File: src/rtl/requant_engine.sv
`default_nettype none
// ============================================================================
//  Module   : requant_engine
//  Purpose  : Rescales a signed 32-bit accumulator vector into packed int8,
//             int4 or binary activations. Processes one element per cycle.
//  Revision : 1.0 - initial release
// ============================================================================
module requant_engine #(
    parameter int DIM   = 16,
    parameter int CNT_W = $clog2(DIM + 1)
) (
    input  logic                 clk,
    input  logic                 rst,
    input  logic                 start,
    input  logic [1:0]           prec,
    input  logic [32*DIM-1:0]    acc_in,
    input  logic [15:0]          mult,
    input  logic [4:0]           shift,
    output logic [8*DIM-1:0]     out8,
    output logic [4*DIM-1:0]     out4,
    output logic [DIM-1:0]       outb,
    output logic [CNT_W-1:0]     sat_cnt,
    output logic                 busy,
    output logic                 done
);

    localparam int c_idx_w = (DIM > 1) ? $clog2(DIM) : 1;
    localparam logic [c_idx_w-1:0] c_last = c_idx_w'(DIM - 1);

    typedef enum logic [1:0] {
        S_IDLE  = 2'd0,
        S_RUN   = 2'd1,
        S_DRAIN = 2'd2,
        S_DONE  = 2'd3
    } state_t;

    state_t                 r_state;
    logic [32*DIM-1:0]      r_acc;
    logic [15:0]            r_mult;
    logic [4:0]             r_shift;
    logic [1:0]             r_prec;
    logic [c_idx_w-1:0]     r_idx;

    logic                   r_s1_vld;
    logic signed [48:0]     r_s1_p;
    logic [c_idx_w-1:0]     r_s1_idx;
    logic                   r_s1_pos;

    logic [8*DIM-1:0]       r_out8;
    logic [4*DIM-1:0]       r_out4;
    logic [DIM-1:0]         r_outb;
    logic [CNT_W-1:0]       r_sat_cnt;
    logic                   r_busy;
    logic                   r_done;

    logic [31:0]            w_acc;
    logic signed [48:0]     w_prod;
    logic signed [49:0]     w_rnd;
    logic signed [49:0]     w_sum;
    logic signed [49:0]     w_r;
    logic                   w_ovf8;
    logic                   w_ovf4;
    logic [7:0]             w_q8;
    logic [3:0]             w_q4;
    logic                   w_is_int4;
    logic                   w_is_bin;
    logic                   w_sat;

    // Stage 1: multiplier is zero-extended so the 16-bit scale stays unsigned.
    assign w_acc  = r_acc[r_idx*32 +: 32];
    assign w_prod = $signed({{17{w_acc[31]}}, w_acc}) * $signed({33'd0, r_mult});

    // Stage 2: one extra bit of headroom keeps the rounding add from wrapping.
    assign w_rnd  = (r_shift == 5'd0) ? 50'sd0 : (50'sd1 <<< (r_shift - 5'd1));
    assign w_sum  = $signed({r_s1_p[48], r_s1_p}) + w_rnd;
    assign w_r    = w_sum >>> r_shift;

    assign w_ovf8 = (w_r > 50'sd127) || (w_r < -50'sd128);
    assign w_ovf4 = (w_r > 50'sd7)   || (w_r < -50'sd8);
    assign w_q8   = w_ovf8 ? (w_r[49] ? 8'h80 : 8'h7F) : w_r[7:0];
    assign w_q4   = w_ovf4 ? (w_r[49] ? 4'h8 : 4'h7)   : w_r[3:0];

    // Reserved encoding 2'b11 falls through to int8.
    assign w_is_int4 = (r_prec == 2'b01);
    assign w_is_bin  = (r_prec == 2'b10);
    assign w_sat     = w_is_bin ? 1'b0 : (w_is_int4 ? w_ovf4 : w_ovf8);

    always_ff @(posedge clk or posedge rst) begin
        if (rst) begin
            r_state   <= S_IDLE;
            r_acc     <= '0;
            r_mult    <= '0;
            r_shift   <= '0;
            r_prec    <= '0;
            r_idx     <= '0;
            r_s1_vld  <= 1'b0;
            r_s1_p    <= '0;
            r_s1_idx  <= '0;
            r_s1_pos  <= 1'b0;
            r_out8    <= '0;
            r_out4    <= '0;
            r_outb    <= '0;
            r_sat_cnt <= '0;
            r_busy    <= 1'b0;
            r_done    <= 1'b0;
        end else begin
            case (r_state)
                S_IDLE: begin
                    if (start) begin
                        r_acc     <= acc_in;
                        r_mult    <= mult;
                        r_shift   <= shift;
                        r_prec    <= prec;
                        r_idx     <= '0;
                        r_out8    <= '0;
                        r_out4    <= '0;
                        r_outb    <= '0;
                        r_sat_cnt <= '0;
                        r_busy    <= 1'b1;
                        r_state   <= S_RUN;
                    end
                end
                S_RUN: begin
                    r_s1_vld <= 1'b1;
                    r_s1_p   <= w_prod;
                    r_s1_idx <= r_idx;
                    r_s1_pos <= ~w_acc[31];
                    if (r_idx == c_last) begin
                        r_state <= S_DRAIN;
                    end else begin
                        r_idx <= r_idx + c_idx_w'(1);
                    end
                end
                S_DRAIN: begin
                    r_s1_vld <= 1'b0;
                    r_busy   <= 1'b0;
                    r_done   <= 1'b1;
                    r_state  <= S_DONE;
                end
                S_DONE: begin
                    r_done  <= 1'b0;
                    r_state <= S_IDLE;
                end
                default: r_state <= S_IDLE;
            endcase

            // Stage-1 valid is only ever set in RUN/DRAIN, so this never races the IDLE clear.
            if (r_s1_vld) begin
                if (w_is_bin) begin
                    r_outb[r_s1_idx] <= r_s1_pos;
                end else if (w_is_int4) begin
                    r_out4[r_s1_idx*4 +: 4] <= w_q4;
                end else begin
                    r_out8[r_s1_idx*8 +: 8] <= w_q8;
                end
                if (w_sat) begin
                    r_sat_cnt <= r_sat_cnt + CNT_W'(1);
                end
            end
        end
    end

    assign out8    = r_out8;
    assign out4    = r_out4;
    assign outb    = r_outb;
    assign sat_cnt = r_sat_cnt;
    assign busy    = r_busy;
    assign done    = r_done;

endmodule
`default_nettype wire

File: config.mk
export PLATFORM = sky130hd
export DESIGN_NAME = requant_engine
export DESIGN_NICKNAME = d
export VERILOG_FILES = /design/src/rtl/requant_engine.sv
export SDC_FILE = /design/constraint.sdc
export NUM_CORES = 2
export LEC_CHECK = 0
export BUFFER_PORTS_ARGS = -buffer_cell sky130_fd_sc_hd__buf_2
export CAP_MARGIN = 20
export CORE_AREA = 2 2 315 317
export CTS_CLUSTER_DIAMETER = 30
export DETAILED_ROUTE_END_ITERATION = 10
export DIE_AREA = 0 0 317 319
export PLACE_DENSITY = 0.82
export SLEW_MARGIN = 10
export SYNTH_ARGS = -nofsm -noshare
export SYNTH_HDL_FRONTEND = slang
export SYNTH_SLANG_ARGS = --single-unit
File: constraint.sdc
create_clock -name clk -period 79.3 [get_ports clk]
set_input_delay 7.93 -clock clk [delete_from_list [all_inputs] [get_ports clk]]
set_output_delay 7.93 -clock clk [all_outputs]
set_load 0.02 [all_outputs]
After elaboration in Yosys (flattened, before gate mapping)
Cells that the tools add are included.
{"block": "classes", "addsub": 6, "n_mul": 1, "div": 0, "magnitude_cmp": 6, "eq_ne": 9, "shifts": 7, "n_mux": 40, "bitwise": 1, "n_reduce_logical": 13}
{"operator": "2-to-1 mux 128 bit", "n": 5}
{"operator": "variable part select 512 x 10 -> 32 bit", "n": 1}
{"operator": "2-to-1 mux 64 bit", "n": 5}
{"operator": "bitwise mux 128 bit", "n": 1}
{"operator": "variable shift 8 x 34 -> 128 bit, first input constant", "n": 1}
{"operator": "variable part select 8 x 34 -> 128 bit", "n": 1}
{"operator": "bitwise mux 64 bit", "n": 1}
{"operator": "2-to-1 mux 16 bit", "n": 4}
{"operator": "variable shift 4 x 34 -> 64 bit, first input constant", "n": 1}
{"operator": "variable part select 4 x 34 -> 64 bit", "n": 1}
{"operator": "adder 49 x 50 -> 50 bit", "n": 1}
{"operator": "greater-than comparator 50 x 4 -> 1 bit, second input constant", "n": 1}
{"operator": "greater-than comparator 50 x 8 -> 1 bit, second input constant", "n": 1}
{"operator": "< comparator 50 x 4 -> 1 bit, second input constant", "n": 1}
{"operator": "< comparator 50 x 8 -> 1 bit, second input constant", "n": 1}
{"operator": "2-to-1 mux 50 bit", "n": 1}
{"operator": "<<< shifter 2 x 5 -> 50 bit, first input constant", "n": 1}
{"operator": ">>> shifter 50 x 5 -> 50 bit", "n": 1}
{"operator": "multiplier 32 x 17 -> 49 bit", "n": 1}
{"operator": "negator 6 -> 34 bit", "n": 1}
{"operator": "negator 7 -> 34 bit", "n": 1}
{"operator": "2-to-1 mux 5 bit", "n": 4}
{"operator": "bitwise mux 16 bit", "n": 1}
{"operator": "2-to-1 mux 4 bit", "n": 4}
{"operator": "24 further kinds", "n": 42}
{"block": "totals", "ff_bits": 811, "latchBits": 0, "ram_bits": 0, "romBits": 0, "inputBits": 538, "output_inout_bits": 215, "word_cells": 99, "n_memories": 0}

Depth between registers and ports, before layout
{"block": "logic_depth", "ltp_word": 13, "mapped_depth": 35, "depth_no_buf": 32}

Worst setup path after synthesis
OpenSTA, ideal clock, no wires.
{"block": "synth_path", "kind": "reg-to-reg", "start": "reg r_idx[0]", "end": "reg r_s1_p[45]", "setup_ns": 0.125, "arrival_ns": 9.575, "required_ns": 79.175, "path_slack_ns": 69.600, "path_stages_with_launch": 34, "n_path_buf": 4, "synth_period_minus_slack_ns": 9.700, "cell_sequence": "dfrtp_1 > clkbuf_1 > clkbuf_1 > buf_1 > mux4_2 > mux4_2 > clkbuf_1 > nand2_1 > fa_1 > inv_1 > fa_1 > fa_1 > fa_1 > inv_1 > fa_1 > inv_1 > fa_1 > ha_1 > a21o_1 > a21o_1 > a21o_1 > a221oi_1 > o2111ai_1 > o211a_1 > o21ai_0 > a2bb2oi_1 > a2111o_1 > a31oi_1 > a41oi_1 > a21oi_1 > or4_1 > a31oi_1 > xnor2_1 > mux2_2"}
{"block": "synth_between", "elab_chain_cells": 2}
{"element": "from (decl)", "line_no": "42", "rtl": "logic [c_idx_w-1:0] r_idx;"}
{"element": "from (signal assigned)", "line_no": "131", "rtl": "r_idx <= r_idx + c_idx_w'(1);"}
{"element": "variable part select 512 x 10 -> 32 bit", "line_no": "70", "rtl": "assign w_acc = r_acc[r_idx*32 +: 32];"}
{"element": "multiplier 32 x 17 -> 49 bit", "line_no": "71", "rtl": "assign w_prod = $signed({{17{w_acc[31]}}, w_acc}) * $signed({33'd0, r_mult});"}
{"element": "to (signal assigned)", "line_no": "125", "rtl": "r_s1_p <= w_prod;"}
{"element": "to (decl)", "line_no": "45", "rtl": "logic signed [48:0] r_s1_p;"}
No other way between the ends.
A chain may end at the register's enable or synchronous reset.

Final worst setup path
Ends and elaborated chain as after synthesis.

==> summary.txt <==
Synth
  – Ys flop type: dfrtp_1
  – Synth Warn #: 0
  – Mean Syn Cell Area: 9.07 sq um
  – Ys async rst share: 1.00
  – Sequential area share after synthesis: 0.338
  – Register bit total from synthesis: 811
  – Cell count after synthesis: 6,625
  – Post-synth EDFFs: 0
  – Yosys top cell by area: dfrtp_1
  – Syn nets: between 7,000 and 8,000
  – Share of the synthesized area in the top cell type: 0.338
  – Yosys cell types: about 110
  – Synth area leaders: dfrtp_1, fa_1, nand2_1
  – Post-Syn Area: 0.0601 sq mm

Run status
  – Status: finished clean

Clocking
  – CTS tree: yes
  – Buffer levels on the longest clock path: 3
  – Root Driver: clkbuf_16
  – Clock sinks: 811
  – Post-CTS sizing: 0
  – Post-CTS Setup Inserts: 0
  – Depth of the CTS H-tree: 4
  – Reg clk slew, reported paths: 0.05 ns
  – CTS Hold Buffers Added: 0
  – CTS buffer count: 155
  – Clk_lat worst skew: 0.79 ns

Floorplan
  – Row Count: 115
  – I/O pin count: 753
  – Core area: 0.0977 sq mm
  – Die area: between 0.1 and 0.15 sq mm
  – Chip Height: 319 um
  – Starting Density: 0.615
  – Die width: 317 um

Global route
  – Largest net degree at the start of global routing: 275
  – Antenna violations before repair: 63
  – Vias in the first global route: 55,500
  – First-pass GRT wire length: 326 mm
  – Gr usage total: 0.427
  – Gr ovfl total: 0

Job
  – Max-cap violations: 0

Detailed routing
  – DRC viols: 0
  – Drt first pass iters: 8
  – WL final: 216 mm
  – Initial drt markers: 7,519
  – Vias: 55,200
  – Via-per-instance ratio: 6.37
  – Antenna viol nets, final: 0
  – Routed len/inst: 24.9 um

Placement
  – Worst slack, placed: 67.05 ns
  – PortBufs: 752
  – Detailed Place HPWL: ~150 mm
  – Final GP Congestion: 0.999

Critical path
  – Nature of the critical path startpoint: flop
  – CP max-delay cell: dfrtp_4
  – Slowest stage delay, CP: 0.90 ns
  – CP required: between 70 and 80 ns
  – Worst setup EP type: flop
  – Crit Path Category: flop to flop
  – CP Max Fanout: 41
  – Worst endpoint data arrival time: roughly 12 ns
  – CP most frequent cell: fa_1

STA
  – Fin. max-slew vios: 0
  – Tightest Pin Transition: 1.30 ns
  – Final Critical Period: ~12 ns
  – Final setup fails: 0
  – Highest clock rate: 0.0848 GHz
  – Setup TNS: 0 ns
  – Period utilization: 0.149
  – Final Worst Setup Slack: 67.51 ns
  – Fin. Hold Viols: 0
  – Slew headroom: 0.134
  – Unrepaired setup endpoints after global routing: false
  – Hold WS: 0.470 ns
  – Clk_skew: 0.0751 ns

Cells and area
  – Nets: 8,382
  – Layout area overhead: 17.1%
  – Most frequent cells in the layout: nand2_1, dfrtp_1, buf_2
  – Share of layout cells above drive strength 1: 0.190
  – Fill cells: 6,776
  – Most common cell after layout, fill and taps aside: nand2_1

Min path
  – Worst min-delay path category: flop to flop
-- sequential cells by signal, indices dropped and copies added (netlist names), 2 cells and up --
signal,cells
r_s1_idx,4
outb,16
r_idx,4
r_s1_p,49
r_prec,2
out8,128
out4,64
r_state,2
r_acc,512
sat_cnt,5
r_shift,5
r_mult,16
-- worst paths after layout --
kind | start | end | slack (ns) | cells past startpoint
max | r_idx[0] | r_s1_p[45] | 67.51 | 32
min | r_acc[387] | r_acc[387] | 0.47 | 2
max reg2reg | r_idx[0] | r_s1_p[45] | 67.51 | 32
min reg2reg | r_acc[387] | r_acc[387] | 0.47 | 2
max in group asynchronous | rst | out4[46] | 68.01 | 6
min in group asynchronous | rst | r_acc[327] | 7.35 | 2
-- kinds of logic after synthesis --
group	after synthesis	share of synthesized area
AND/OR/NAND/NOR	3022	0.215
flip-flops	811	0.338
XOR/XNOR	82	0.0122
multiplexers	269	0.0820
adder cells (fa/ha/maj)	650	0.197
AO/OA/AOI/OAI	808	0.0945
buffers and inverters	982	0.0623
other	1	0.0000624
-- Yosys cell counts, types with 47 or more instances --
cell / instances
o31ai_1: 164
ha_1: 160
inv_1: 561
nand3_1: 264
mux4_2: 174
xnor2_1: 52
mux2_2: 47
a21oi_1: 125
dfrtp_1: 811
nand2_1: 2141
fa_1: 490
clkbuf_1: 338
nor3_1: 68
nor2_1: 150
mux2i_1: 48
and2_1: 214
o21ai_0: 114
-- critical path, delay by kind of cell (launching register included) --
kind | cells | cell delay, ns
adders and majority gates | 7 | 3.49
buffers and inverters | 6 | 1.77
and+or+nand+nor | 5 | 1.13
AOI/OAI and AO/OA | 10 | 2.55
xor gates and xnor gates | 1 | 0.08
muxes | 3 | 1.63
DFF | 1 | 0.90
-- metrics by stage --
stage | util | area (sq um) | cells
finish | 0.720 | 70300 | 8663
global route | 0.720 | 70300 | 8652
CTS | 0.717 | 70000 | 8602
detailed placement | 0.660 | 64400 | 8316
global placement | 0.660 | 64400 | 8316
floorplan | - | 60100 | 6625
-- final cells by class --
| class | instances | area, sq um | area share |
|---|---|---|---|
| Antenna cell | 53 | 133 | 0.00189 |
| Clock buffer | 200 | 4320 | 0.0614 |
| Clock inverter | 86 | 1250 | 0.0178 |
| Inverter | 565 | 2130 | 0.0303 |
| Multi-Input combinational cell | 4832 | 36100 | 0.513 |
| Sequential cell | 811 | 20300 | 0.289 |
| Tap cell | 1287 | 1610 | 0.0229 |
| Timing Repair Buffer | 829 | 4510 | 0.0641 |
-- layer usage --
layer  up-vias  track usage  part of all wire
met1     27300        0.540              0.35
li1      23100            -                 -
met2      3806        0.632              0.45
met4        22        0.292             0.081
met5         -            0           0.00064
met3       970        0.128              0.12
Power is left out: the tool's default activity adds up to more than one toggle a clock period on the data nets, which glitch-free logic cannot reach.
